## config.mk

```make
export PLATFORM = sky130hd
export DESIGN_NAME = lcd8080_bus_ctrl
export DESIGN_NICKNAME = d
export VERILOG_FILES = /design/src/rtl/lcd8080_pkg.sv /design/src/rtl/lcd8080_fifo.sv /design/src/rtl/lcd8080_bus_ctrl.sv
export SDC_FILE = /design/constraint.sdc
export NUM_CORES = 1
export LEC_CHECK = 0
export ABC_AREA = 1
export BUFFER_PORTS_ARGS = -buffer_cell sky130_fd_sc_hd__buf_2
export CAP_MARGIN = 5
export CORE_MARGIN = 1.5
export CORE_UTILIZATION = 50
export CTS_BUF_LIST = sky130_fd_sc_hd__clkbuf_8 sky130_fd_sc_hd__clkbuf_16
export DETAILED_ROUTE_END_ITERATION = 12
export PLACE_DENSITY_LB_ADDON = 0.25
export SYNTH_ARGS = -nofsm -noshare
export SYNTH_HDL_FRONTEND = slang
export SYNTH_SLANG_ARGS = --single-unit
```

## constraint.sdc

```tcl
create_clock -name CLOCK_50 -period 6.46 [get_ports CLOCK_50]
set_input_delay 0.323 -clock CLOCK_50 [delete_from_list [all_inputs] [get_ports CLOCK_50]]
set_output_delay 0.323 -clock CLOCK_50 [all_outputs]
set_load 0.01 [all_outputs]
```

## src/rtl/lcd8080_pkg.sv

```systemverilog
// Shared types and 50 MHz default timing for the lcd8080 MCU-8080 write engine.
// Optional read path is enabled with the LCD_READ_EN macro.
package lcd8080_pkg;

    typedef enum logic [3:0] {
        RST_LOW,
        RST_WAIT,
        IDLE,
        SETUP,
        WR_LO,
        WR_HI,
        HOLD
`ifdef LCD_READ_EN
        ,
        RD_LO,
        RD_HI
`endif
    } lcd_state_e;

    localparam logic LCD_CMD  = 1'b0;
    localparam logic LCD_DATA = 1'b1;

    localparam int DEF_DATA_W       = 8;
    localparam int DEF_FIFO_DEPTH   = 8;
    localparam int DEF_WR_LOW_CYC   = 2;
    localparam int DEF_WR_HIGH_CYC  = 2;
    localparam int DEF_RST_LOW_CYC  = 500;      // 10 us
    localparam int DEF_RST_WAIT_CYC = 6000000;  // 120 ms
    localparam int DEF_CS_IDLE_CYC  = 4;

    // Width of one shared phase counter able to hold the largest phase length.
    function automatic int cnt_width(input int a, input int b, input int c,
                                     input int d, input int e);
        int m;
        m = a;
        if (b > m) m = b;
        if (c > m) m = c;
        if (d > m) m = d;
        if (e > m) m = e;
        return $clog2(m) + 1;
    endfunction

endpackage

```

## src/rtl/lcd8080_fifo.sv

```systemverilog
// Synchronous FIFO holding {dc, data} beats; power-of-two depth, no bypass path.
module lcd8080_fifo #(
    parameter int W     = 9,
    parameter int DEPTH = 8
) (
    input  logic                       CLOCK_50,
    input  logic                       reset,
    input  logic                       push,
    input  logic                       pop,
    input  logic [W-1:0]               din,
    output logic [W-1:0]               dout,
    output logic                       full,
    output logic                       empty,
    output logic [$clog2(DEPTH):0]     count
);

    localparam int AW = $clog2(DEPTH);

    logic [W-1:0]  mem [DEPTH];
    logic [AW-1:0] wr_ptr;
    logic [AW-1:0] rd_ptr;
    logic          do_push;
    logic          do_pop;

    assign full    = (count == (AW+1)'(DEPTH));
    assign empty   = (count == '0);
    assign do_push = push && (!full || pop);
    assign do_pop  = pop && !empty;
    assign dout    = mem[rd_ptr];

    // NOTE: state registers use non-blocking assignments so every flop samples pre-edge values.
    always_ff @(posedge CLOCK_50) begin
        if (reset) begin
            wr_ptr <= '0;
            rd_ptr <= '0;
            count  <= '0;
        end else begin
            if (do_push) wr_ptr <= wr_ptr + 1'b1;
            if (do_pop)  rd_ptr <= rd_ptr + 1'b1;
            case ({do_push, do_pop})
                2'b10:   count <= count + 1'b1;
                2'b01:   count <= count - 1'b1;
                default: count <= count;
            endcase
        end
    end

    // NOTE: storage has no reset; count/pointers alone define which entries are valid.
    always_ff @(posedge CLOCK_50) begin
        if (do_push) mem[wr_ptr] <= din;
    end

endmodule

```

## src/rtl/lcd8080_bus_ctrl.sv

```systemverilog
// MCU-8080 parallel write engine for ILI9341-class panels: reset sequencing, FIFO, CS framing.
// Define LCD_READ_EN to add the single-beat read path (rd_req/rd_valid/rd_data).
module lcd8080_bus_ctrl
    import lcd8080_pkg::*;
#(
    parameter int DATA_W       = DEF_DATA_W,
    parameter int FIFO_DEPTH   = DEF_FIFO_DEPTH,
    parameter int WR_LOW_CYC   = DEF_WR_LOW_CYC,
    parameter int WR_HIGH_CYC  = DEF_WR_HIGH_CYC,
    parameter int RST_LOW_CYC  = DEF_RST_LOW_CYC,
    parameter int RST_WAIT_CYC = DEF_RST_WAIT_CYC,
    parameter int CS_IDLE_CYC  = DEF_CS_IDLE_CYC
) (
    input  logic              CLOCK_50,
    input  logic              reset,
    input  logic              in_valid,
    output logic              in_ready,
    input  logic              in_dc,
    input  logic [DATA_W-1:0] in_data,
    output logic              init_done,
    output logic              busy,
    output logic              csx,
    output logic              resx,
    output logic              dcx,
    output logic              wrx,
    output logic              rdx,
    output logic [DATA_W-1:0] db_out,
    output logic              db_oe
`ifdef LCD_READ_EN
    ,
    input  logic              rd_req,
    input  logic              rd_dc,
    input  logic [DATA_W-1:0] db_in,
    output logic              rd_valid,
    output logic [DATA_W-1:0] rd_data
`endif
);

    localparam int CNT_W = cnt_width(RST_LOW_CYC, RST_WAIT_CYC, WR_LOW_CYC + 2,
                                     WR_HIGH_CYC, CS_IDLE_CYC);
    localparam int AW    = $clog2(FIFO_DEPTH);

    localparam logic [CNT_W-1:0] RST_LOW_LAST  = CNT_W'(RST_LOW_CYC - 1);
    localparam logic [CNT_W-1:0] RST_WAIT_LAST = CNT_W'(RST_WAIT_CYC - 1);
    localparam logic [CNT_W-1:0] WR_LOW_LAST   = CNT_W'(WR_LOW_CYC - 1);
    localparam logic [CNT_W-1:0] WR_HIGH_LAST  = CNT_W'(WR_HIGH_CYC - 1);
    localparam logic [CNT_W-1:0] CS_IDLE_LAST  = CNT_W'(CS_IDLE_CYC - 1);
`ifdef LCD_READ_EN
    localparam logic [CNT_W-1:0] RD_LOW_LAST   = CNT_W'(WR_LOW_CYC + 1);
`endif

    lcd_state_e        state, next_state;
    logic [CNT_W-1:0]  cnt, next_cnt;
    logic              fifo_push, fifo_pop, load_head;
    logic [DATA_W:0]   fifo_dout;
    logic              fifo_full, fifo_empty;
    logic [AW:0]       fifo_count;
    logic              csx_d, resx_d, wrx_d, db_oe_d;
`ifdef LCD_READ_EN
    logic              rd_start, rd_sample, rd_op, rd_op_next, rdx_d;
`endif

    assign init_done = !(state == RST_LOW || state == RST_WAIT);
    assign in_ready  = init_done && !fifo_full;
    assign fifo_push = in_valid && in_ready;

`ifdef LCD_READ_EN
    assign busy = (fifo_count != '0) ||
                  (state inside {SETUP, WR_LO, WR_HI, RD_LO, RD_HI});
`else
    assign busy = (fifo_count != '0) || (state inside {SETUP, WR_LO, WR_HI});
    assign rdx  = 1'b1;
`endif

    lcd8080_fifo #(
        .W     (DATA_W + 1),
        .DEPTH (FIFO_DEPTH)
    ) u_fifo (
        .CLOCK_50 (CLOCK_50),
        .reset    (reset),
        .push     (fifo_push),
        .pop      (fifo_pop),
        .din      ({in_dc, in_data}),
        .dout     (fifo_dout),
        .full     (fifo_full),
        .empty    (fifo_empty),
        .count    (fifo_count)
    );

    // NOTE: every always_comb output gets a default first, so no path can infer a latch.
    always_comb begin
        next_state = state;
        next_cnt   = cnt + 1'b1;
        fifo_pop   = 1'b0;
        load_head  = 1'b0;
`ifdef LCD_READ_EN
        rd_start   = 1'b0;
        rd_sample  = 1'b0;
`endif
        case (state)
            RST_LOW:  if (cnt == RST_LOW_LAST)  next_state = RST_WAIT;
            RST_WAIT: if (cnt == RST_WAIT_LAST) next_state = IDLE;
            IDLE: begin
                next_cnt = '0;
                if (!fifo_empty) begin
                    next_state = SETUP;
                    load_head  = 1'b1;
                end
`ifdef LCD_READ_EN
                else if (rd_req) begin
                    next_state = SETUP;
                    rd_start   = 1'b1;
                end
`endif
            end
            SETUP: begin
`ifdef LCD_READ_EN
                if (rd_op) next_state = RD_LO;
                else
`endif
                begin
                    fifo_pop   = 1'b1;
                    next_state = WR_LO;
                end
            end
            WR_LO: if (cnt == WR_LOW_LAST) next_state = WR_HI;
            WR_HI: begin
                if (cnt == WR_HIGH_LAST) begin
                    // Chain straight into the next strobe while beats are queued.
                    if (!fifo_empty) begin
                        next_state = WR_LO;
                        load_head  = 1'b1;
                        fifo_pop   = 1'b1;
                    end else begin
                        next_state = HOLD;
                    end
                end
            end
            HOLD: begin
                if (!fifo_empty) begin
                    next_state = SETUP;
                    load_head  = 1'b1;
                end
`ifdef LCD_READ_EN
                else if (rd_req) begin
                    next_state = SETUP;
                    rd_start   = 1'b1;
                end
`endif
                else if (cnt == CS_IDLE_LAST) begin
                    next_state = IDLE;
                end
            end
`ifdef LCD_READ_EN
            RD_LO: begin
                if (cnt == RD_LOW_LAST) begin
                    next_state = RD_HI;
                    rd_sample  = 1'b1;
                end
            end
            RD_HI: begin
                if (cnt == WR_HIGH_LAST) begin
                    if (!fifo_empty) begin
                        next_state = SETUP;
                        load_head  = 1'b1;
                    end else begin
                        next_state = HOLD;
                    end
                end
            end
`endif
            default: next_state = RST_LOW;
        endcase

        if (next_state != state) next_cnt = '0;

        // Pins are registered from the next state so they never glitch.
        csx_d   = next_state inside {RST_LOW, RST_WAIT, IDLE};
        resx_d  = (next_state != RST_LOW);
        wrx_d   = (next_state != WR_LO);
        db_oe_d = next_state inside {SETUP, WR_LO, WR_HI, HOLD};
`ifdef LCD_READ_EN
        rd_op_next = rd_start || (rd_op && !load_head);
        rdx_d      = (next_state != RD_LO);
        if (rd_op_next) db_oe_d = 1'b0;
`endif
    end

    always_ff @(posedge CLOCK_50) begin
        if (reset) begin
            state  <= RST_LOW;
            cnt    <= '0;
            csx    <= 1'b1;
            resx   <= 1'b0;
            wrx    <= 1'b1;
            db_oe  <= 1'b0;
            dcx    <= LCD_CMD;
            db_out <= '0;
`ifdef LCD_READ_EN
            rdx      <= 1'b1;
            rd_op    <= 1'b0;
            rd_valid <= 1'b0;
            rd_data  <= '0;
`endif
        end else begin
            state <= next_state;
            cnt   <= next_cnt;
            csx   <= csx_d;
            resx  <= resx_d;
            wrx   <= wrx_d;
            db_oe <= db_oe_d;
            if (load_head) begin
                dcx    <= fifo_dout[DATA_W];
                db_out <= fifo_dout[DATA_W-1:0];
            end
`ifdef LCD_READ_EN
            if (rd_start) dcx <= rd_dc;
            rdx      <= rdx_d;
            rd_op    <= rd_op_next;
            rd_valid <= rd_sample;
            if (rd_sample) rd_data <= db_in;
`endif
        end
    end

endmodule

```

* After elaboration in Yosys (flattened, before gate mapping)
Memories as Yosys holds them, arrays and structs flattened. A register that Yosys moved wholly into a read port is not among the register bits. Cells that the tools add are included.
Storage, ports and cells: register bits 42, latch bits 0, bits in writable memories 72, bits in read-only memories 0, input port bits 12, output and inout bits 17, word-level logic and storage cells 73, memories 1
Operators by class: add/subtract/negate cells 5, $mul 0, div/mod/pow operators 0, order comparisons 0, equality and inequality tests 21, shift-type cells 0, multiplexer cells 16, bitwise operators 0, reductions and logical operators 21
Memories:
- u_fifo.mem | depth 8, bits a word 9, rd ports 1, clocked after Yosys merged registers in 1, wr ports 1, RTL line lcd8080_fifo.sv:19 | logic [W-1:0] mem [DEPTH];
Operators by type and width (count):
- 4-bit 2-to-1 mux | 7
- 4-bit case mux with 7 select lines | 1
- 24-bit by 1-bit adder with 24-bit output, second input constant | 1
- 24-bit by 1-bit == test with 1-bit output, second input constant | 1
- 24-bit by 2-bit == test with 1-bit output, second input constant | 1
- 24-bit by 23-bit == test with 1-bit output, second input constant | 1
- 24-bit by 9-bit == test with 1-bit output, second input constant | 1
- 4-bit by 3-bit == test with 1-bit output, second input constant | 6
- 4-bit by 2-bit == test with 1-bit output, second input constant | 4
- 4-bit zero test | 3
- 4-bit nonzero test | 3
- 4-bit by 1-bit == test with 1-bit output, second input constant | 2
- 4-bit case mux with 2 select lines | 1
- 3-bit by 1-bit adder with 3-bit output, second input constant | 2
- 3-bit nonzero test | 2
- 4-bit by 1-bit adder with 4-bit output, second input constant | 1
- 4-bit == test, second input constant | 1
- 1-bit logical AND | 4
- 1-bit 2-to-1 mux | 4
- 4-bit by 3-bit inequality test with 1-bit output, second input constant | 1
- 4-bit inequality test | 1
- 1-bit case mux with 2 select lines | 2
- 4-bit by 1-bit subtractor with 4-bit output, second input constant | 1
- 1-bit zero test | 3
- other kinds (7) | 9

* Depth between registers and ports, before layout
depth after elaboration 8, depth in mapped cells 15, depth with buffers taken out 15

* Modules after synthesis
From an unflattened synthesis, not the netlist that was laid out.
Second synthesis, totals: cell total of the unflattened synthesis 625, area total of the unflattened synthesis 5870.6 um^2
Modules (own cells, without submodules):
- lcd8080_fifo | instances 1, cells an instance 298, area an instance 3502.1 um^2
- lcd8080_bus_ctrl | instances 1, cells an instance 327, area an instance 2368.5 um^2

* Worst setup path before layout
No wires, ideal clock.
kind flip-flop to flip-flop, start register cnt[1], end register u_fifo.count[2], setup time 0.115 ns, arrival 2.256 ns, slack 4.089 ns, cell stages (with the launch flop) 16, period minus slack after synthesis 2.371 ns, cell sequence dfxtp_1 -> inv_1 -> ha_1 -> nand2_1 -> nor2_1 -> nand3_1 -> nor2_1 -> o21ai_0 -> inv_1 -> ha_1 -> xor2_1 -> ha_1 -> a21oi_1 -> xnor2_1 -> o21ai_0 -> inv_1
Between the ends: elaborated cells on any way between the ends 10
RTL lines:
- start: declaration | RTL line lcd8080_bus_ctrl.sv:53 | logic [CNT_W-1:0] cnt, next_cnt;
- start signal: assignment | RTL line lcd8080_bus_ctrl.sv:207 | cnt <= next_cnt;
- 24-bit by 1-bit == test with 1-bit output * | RTL line lcd8080_bus_ctrl.sv:128 | if (cnt == WR_HIGH_LAST) begin
- 1-bit 2-to-1 mux * | RTL line lcd8080_bus_ctrl.sv:128
- 1-bit case mux with 2 select lines * | RTL line lcd8080_bus_ctrl.sv:100 | case (state)
- 1-bit logical AND * | RTL line lcd8080_fifo.sv:28 | assign do_pop = pop && !empty;
- via u_fifo.do_pop | RTL line lcd8080_fifo.sv:23 | logic do_pop;
- 2-bit by 1-bit == test with 1-bit output / 2-bit == test (equally long branches) | RTL line lcd8080_fifo.sv:40 | case ({do_push, do_pop})
- 4-bit case mux with 2 select lines / 2-bit nonzero test (equally long branches)
- end signal: assignment | RTL line lcd8080_fifo.sv:41 | 2'b10: count <= count + 1'b1;
- end signal: assignment | RTL line lcd8080_fifo.sv:42 | 2'b01: count <= count - 1'b1;
- end signal: assignment | RTL line lcd8080_fifo.sv:43 | default: count <= count;
- end: declaration | RTL line lcd8080_fifo.sv:14 | output logic [$clog2(DEPTH):0] count
The timed path passes the listed nets; every way through them passes the cells marked *. A chain may end at the register's enable or synchronous reset.

* Worst setup path in the final report
start register cnt[1], end register u_fifo.count[3]
Same word-level chain as after synthesis.

==> impl_metrics.env <==
export IMPL_synth_top_cell_area_share=0.393
export IMPL_wl_mm=11.9
export IMPL_routedWlPerCell_um=15.6
export IMPL_hp_class="primary input to flop"
export IMPL_postSynthCellCount=577
export IMPL_power_density_nw_per_um2=294
export IMPL_die_x_um=108
export IMPL_hpwlAfterDp_mm=7.48
export IMPL_slew_headroom=0.242
export IMPL_clockPowerShare=0.523
export IMPL_std_cell_rows=38
export IMPL_clock_skew_final_ns=0.0129
export IMPL_r2r_start="cnt[1]"
export IMPL_gp_congestion=0.917
export IMPL_synth_area_um2=5500
export IMPL_post_cts_setup_buffers=0
export IMPL_num_vias=4081
export IMPL_pre_cts_ws_ns=3.73
export IMPL_drv_cap=0
export IMPL_coreArea_um2=10800
export IMPL_power_uw=1860
export IMPL_cts_tree="done"
export IMPL_grt_pass1_wl_mm=19.4
export IMPL_p_sw_frac=0.207
export IMPL_syn_num_nets=596
export IMPL_ys_seq_elements=123
export IMPL_grt_overflow_total=0
export IMPL_outcome="finished clean"
export IMPL_cp_data_required_time_ns=6.86
export IMPL_peakVddDrop_uv=133
export IMPL_portBuffers=27
export IMPL_ctsResizeCount=0
export IMPL_yosysSeqAreaShare=0.578
export IMPL_antenna_left=0
export IMPL_p_leak_uw=0.00236
export IMPL_multiInputGateArea_um2=1990
export IMPL_fillers=886
export IMPL_nets=626
export IMPL_place_area_um2=5730
export IMPL_grt_pass1_vias=3919
export IMPL_routed_via_density=5.37
export IMPL_insertion_delay_ns=0.53
export IMPL_rsz0062_at_grt="no"
export IMPL_cp_end_kind="flop"
export IMPL_synthTopCellsByCount="86 x nand2_1, 86 x nor2_1, 72 x edfxtp_1"
export IMPL_cts_root_buffer_cell="clkbuf_8"
export IMPL_path_max_fanout=6
export IMPL_seq_area_um2=3180
export IMPL_area_growth_pct=15.1
export IMPL_p_sw_uw=385
export IMPL_ys_top_cells_by_area="edfxtp_1 39%, dfxtp_1 19%, nand2_1 5.9%"
export IMPL_clock_fmax_ghz=0.359
export IMPL_slew_viol_final=0
export IMPL_hold_viol_final=0
export IMPL_seqPwrFrac=0.453
export IMPL_drtIter0Drc=218
export IMPL_tightest_slew_ns=1.13
export IMPL_synth_ff_type="edfxtp_1"
export IMPL_setup_violations=0
export IMPL_synth_distinct_cells=34
export IMPL_cp_arrival_ns=3.18
export IMPL_firstDrtPassIters=6
export IMPL_ys_async_sr_fraction=0
export IMPL_worstSetupStartpoint="cnt[1]"
export IMPL_yosys_area_top_type="edfxtp_1"
export IMPL_p_comb_frac=0.025
export IMPL_antennaDiodeCount=0
export IMPL_initial_core_util=0.510
export IMPL_synth_warnings=0
export IMPL_critPathKind="flop to flop"
export IMPL_track_usage=0.222
export IMPL_hold_buffers=0
export IMPL_min_period_over_period=0.431
export IMPL_layout_drive_gt1_share=0.145
export IMPL_clock_sinks=123
export IMPL_setup_tns_ns=0
export IMPL_synth_edf_count=72
export IMPL_p_int_uw=1480
export IMPL_finalCriticalPeriod_ns=2.78
export IMPL_crit_path_start_kind="flop"
export IMPL_min_from="in_data[6]"
export IMPL_die_y_um=108
export IMPL_final_area_um2=6340
export IMPL_worst_slack_ns=3.68
export IMPL_clk_pin_slew_worst_paths_ns=0.06
export IMPL_syn_area_per_cell_um2=9.54
export IMPL_grt_max_degree=39
export IMPL_drc_errors=0
export IMPL_num_io_pins=29
export IMPL_clock_path_buffers=2
export IMPL_cts_inserted_buffers=17
export IMPL_antenna_found_initial=0
export IMPL_h_tree_depth=4
export IMPL_design_die_area_um2=11600
export IMPL_whs_ns=0.0640
-- worst paths after layout --
| check | end | slack (ns) | cells past startpoint |
|---|---|---|---|
| setup / recovery | u_fifo.count[3] | 3.68 | 15 |
| hold / removal | u_fifo.mem[7][6] | 0.06 | 1 |
| setup reg to reg | u_fifo.count[3] | 3.68 | 15 |
| hold reg to reg | u_fifo.wr_ptr[0] | 0.50 | 2 |
-- kinds of logic (layout without fill, tap and decap cells) --
kind of cell | Yosys count | after routing | synth area share
AND/OR/NAND/NOR | 250 | 250 | 0.203
flip-flops | 123 | 123 | 0.578
AO/OA/AOI/OAI | 83 | 83 | 0.0880
buffers and inverters | 80 | 123 | 0.0603
XOR/XNOR | 22 | 22 | 0.0350
multiplexers | 10 | 10 | 0.0182
adder cells (fa/ha/maj) | 7 | 7 | 0.0159
other | 2 | 2 | 0.00136
-- through the flow --
step                      utilization  cells
after floorplan                     -    577
after global placement          0.530    728
after detailed placement        0.530    728
after CTS                       0.587    760
after global routing            0.587    760
final                           0.587    760
-- layout by cell type (no fill, tap or decap), types with 10 or more instances in the layout --
cell       instances
a21oi_1           17
nor3_1            12
edfxtp_1          72
o21ai_0           43
inv_1             59
buf_2             27
o221ai_1          10
nor2_2            24
mux2i_1           10
xor2_1            14
nand2_1           86
nand3_1           25
nor2_1            86
clkbuf_16         16
dfxtp_1           51
-- routing by layer --
metal / wire length (um) / vias to the layer above / global-route usage
met5: 0 / - / 0
met4: 176 / 0 / 0.0959
met3: 639 / 28 / 0.0478
met2: 5640 / 121 / 0.360
met1: 5420 / 1934 / 0.288
li1: - / 1998 / -
-- power groups by stage --
stage	clock (uW)	combinational (uW)	sequential, uW
floorplan	0	28.8	858
global placement	0	43.9	858
detailed placement	0	45.6	859
CTS	982	46.0	842
global route	1020	51.7	843
finish	973	45.8	843
-- sequential cells by signal, summed over array words and instances, names as in the netlist, 3 cells and up --
register and count:
state 4, db_out 8, u_fifo.mem 72, u_fifo.count 4, u_fifo.rd_ptr 3, u_fifo.wr_ptr 3, cnt 24
-- worst max-delay path, cell delays in order (launching register included) --
cell     delay, ns
dfxtp_1       0.36
inv_1         0.09
ha_1          0.19
nand2_1       0.07
nor2_1        0.05
nand3_1       0.09
nor2_1        0.06
o21ai_0       0.46
inv_1         0.17
ha_1          0.29
xor2_1        0.22
nand3_1       0.12
a21oi_1       0.13
o21ai_0       0.12
o21ai_0       0.18
a21oi_1       0.06
-- final cells by class --
class,instances,share of cell area
sequential,123,0.502
multi-input combinational,374,0.314
inverter,63,0.0373
clock inverter,15,0.0310
tap,140,0.0276
timing repair buffer,28,0.0225
clock buffer,17,0.0654
No activity file was read; power rests on OpenSTA's default activity.
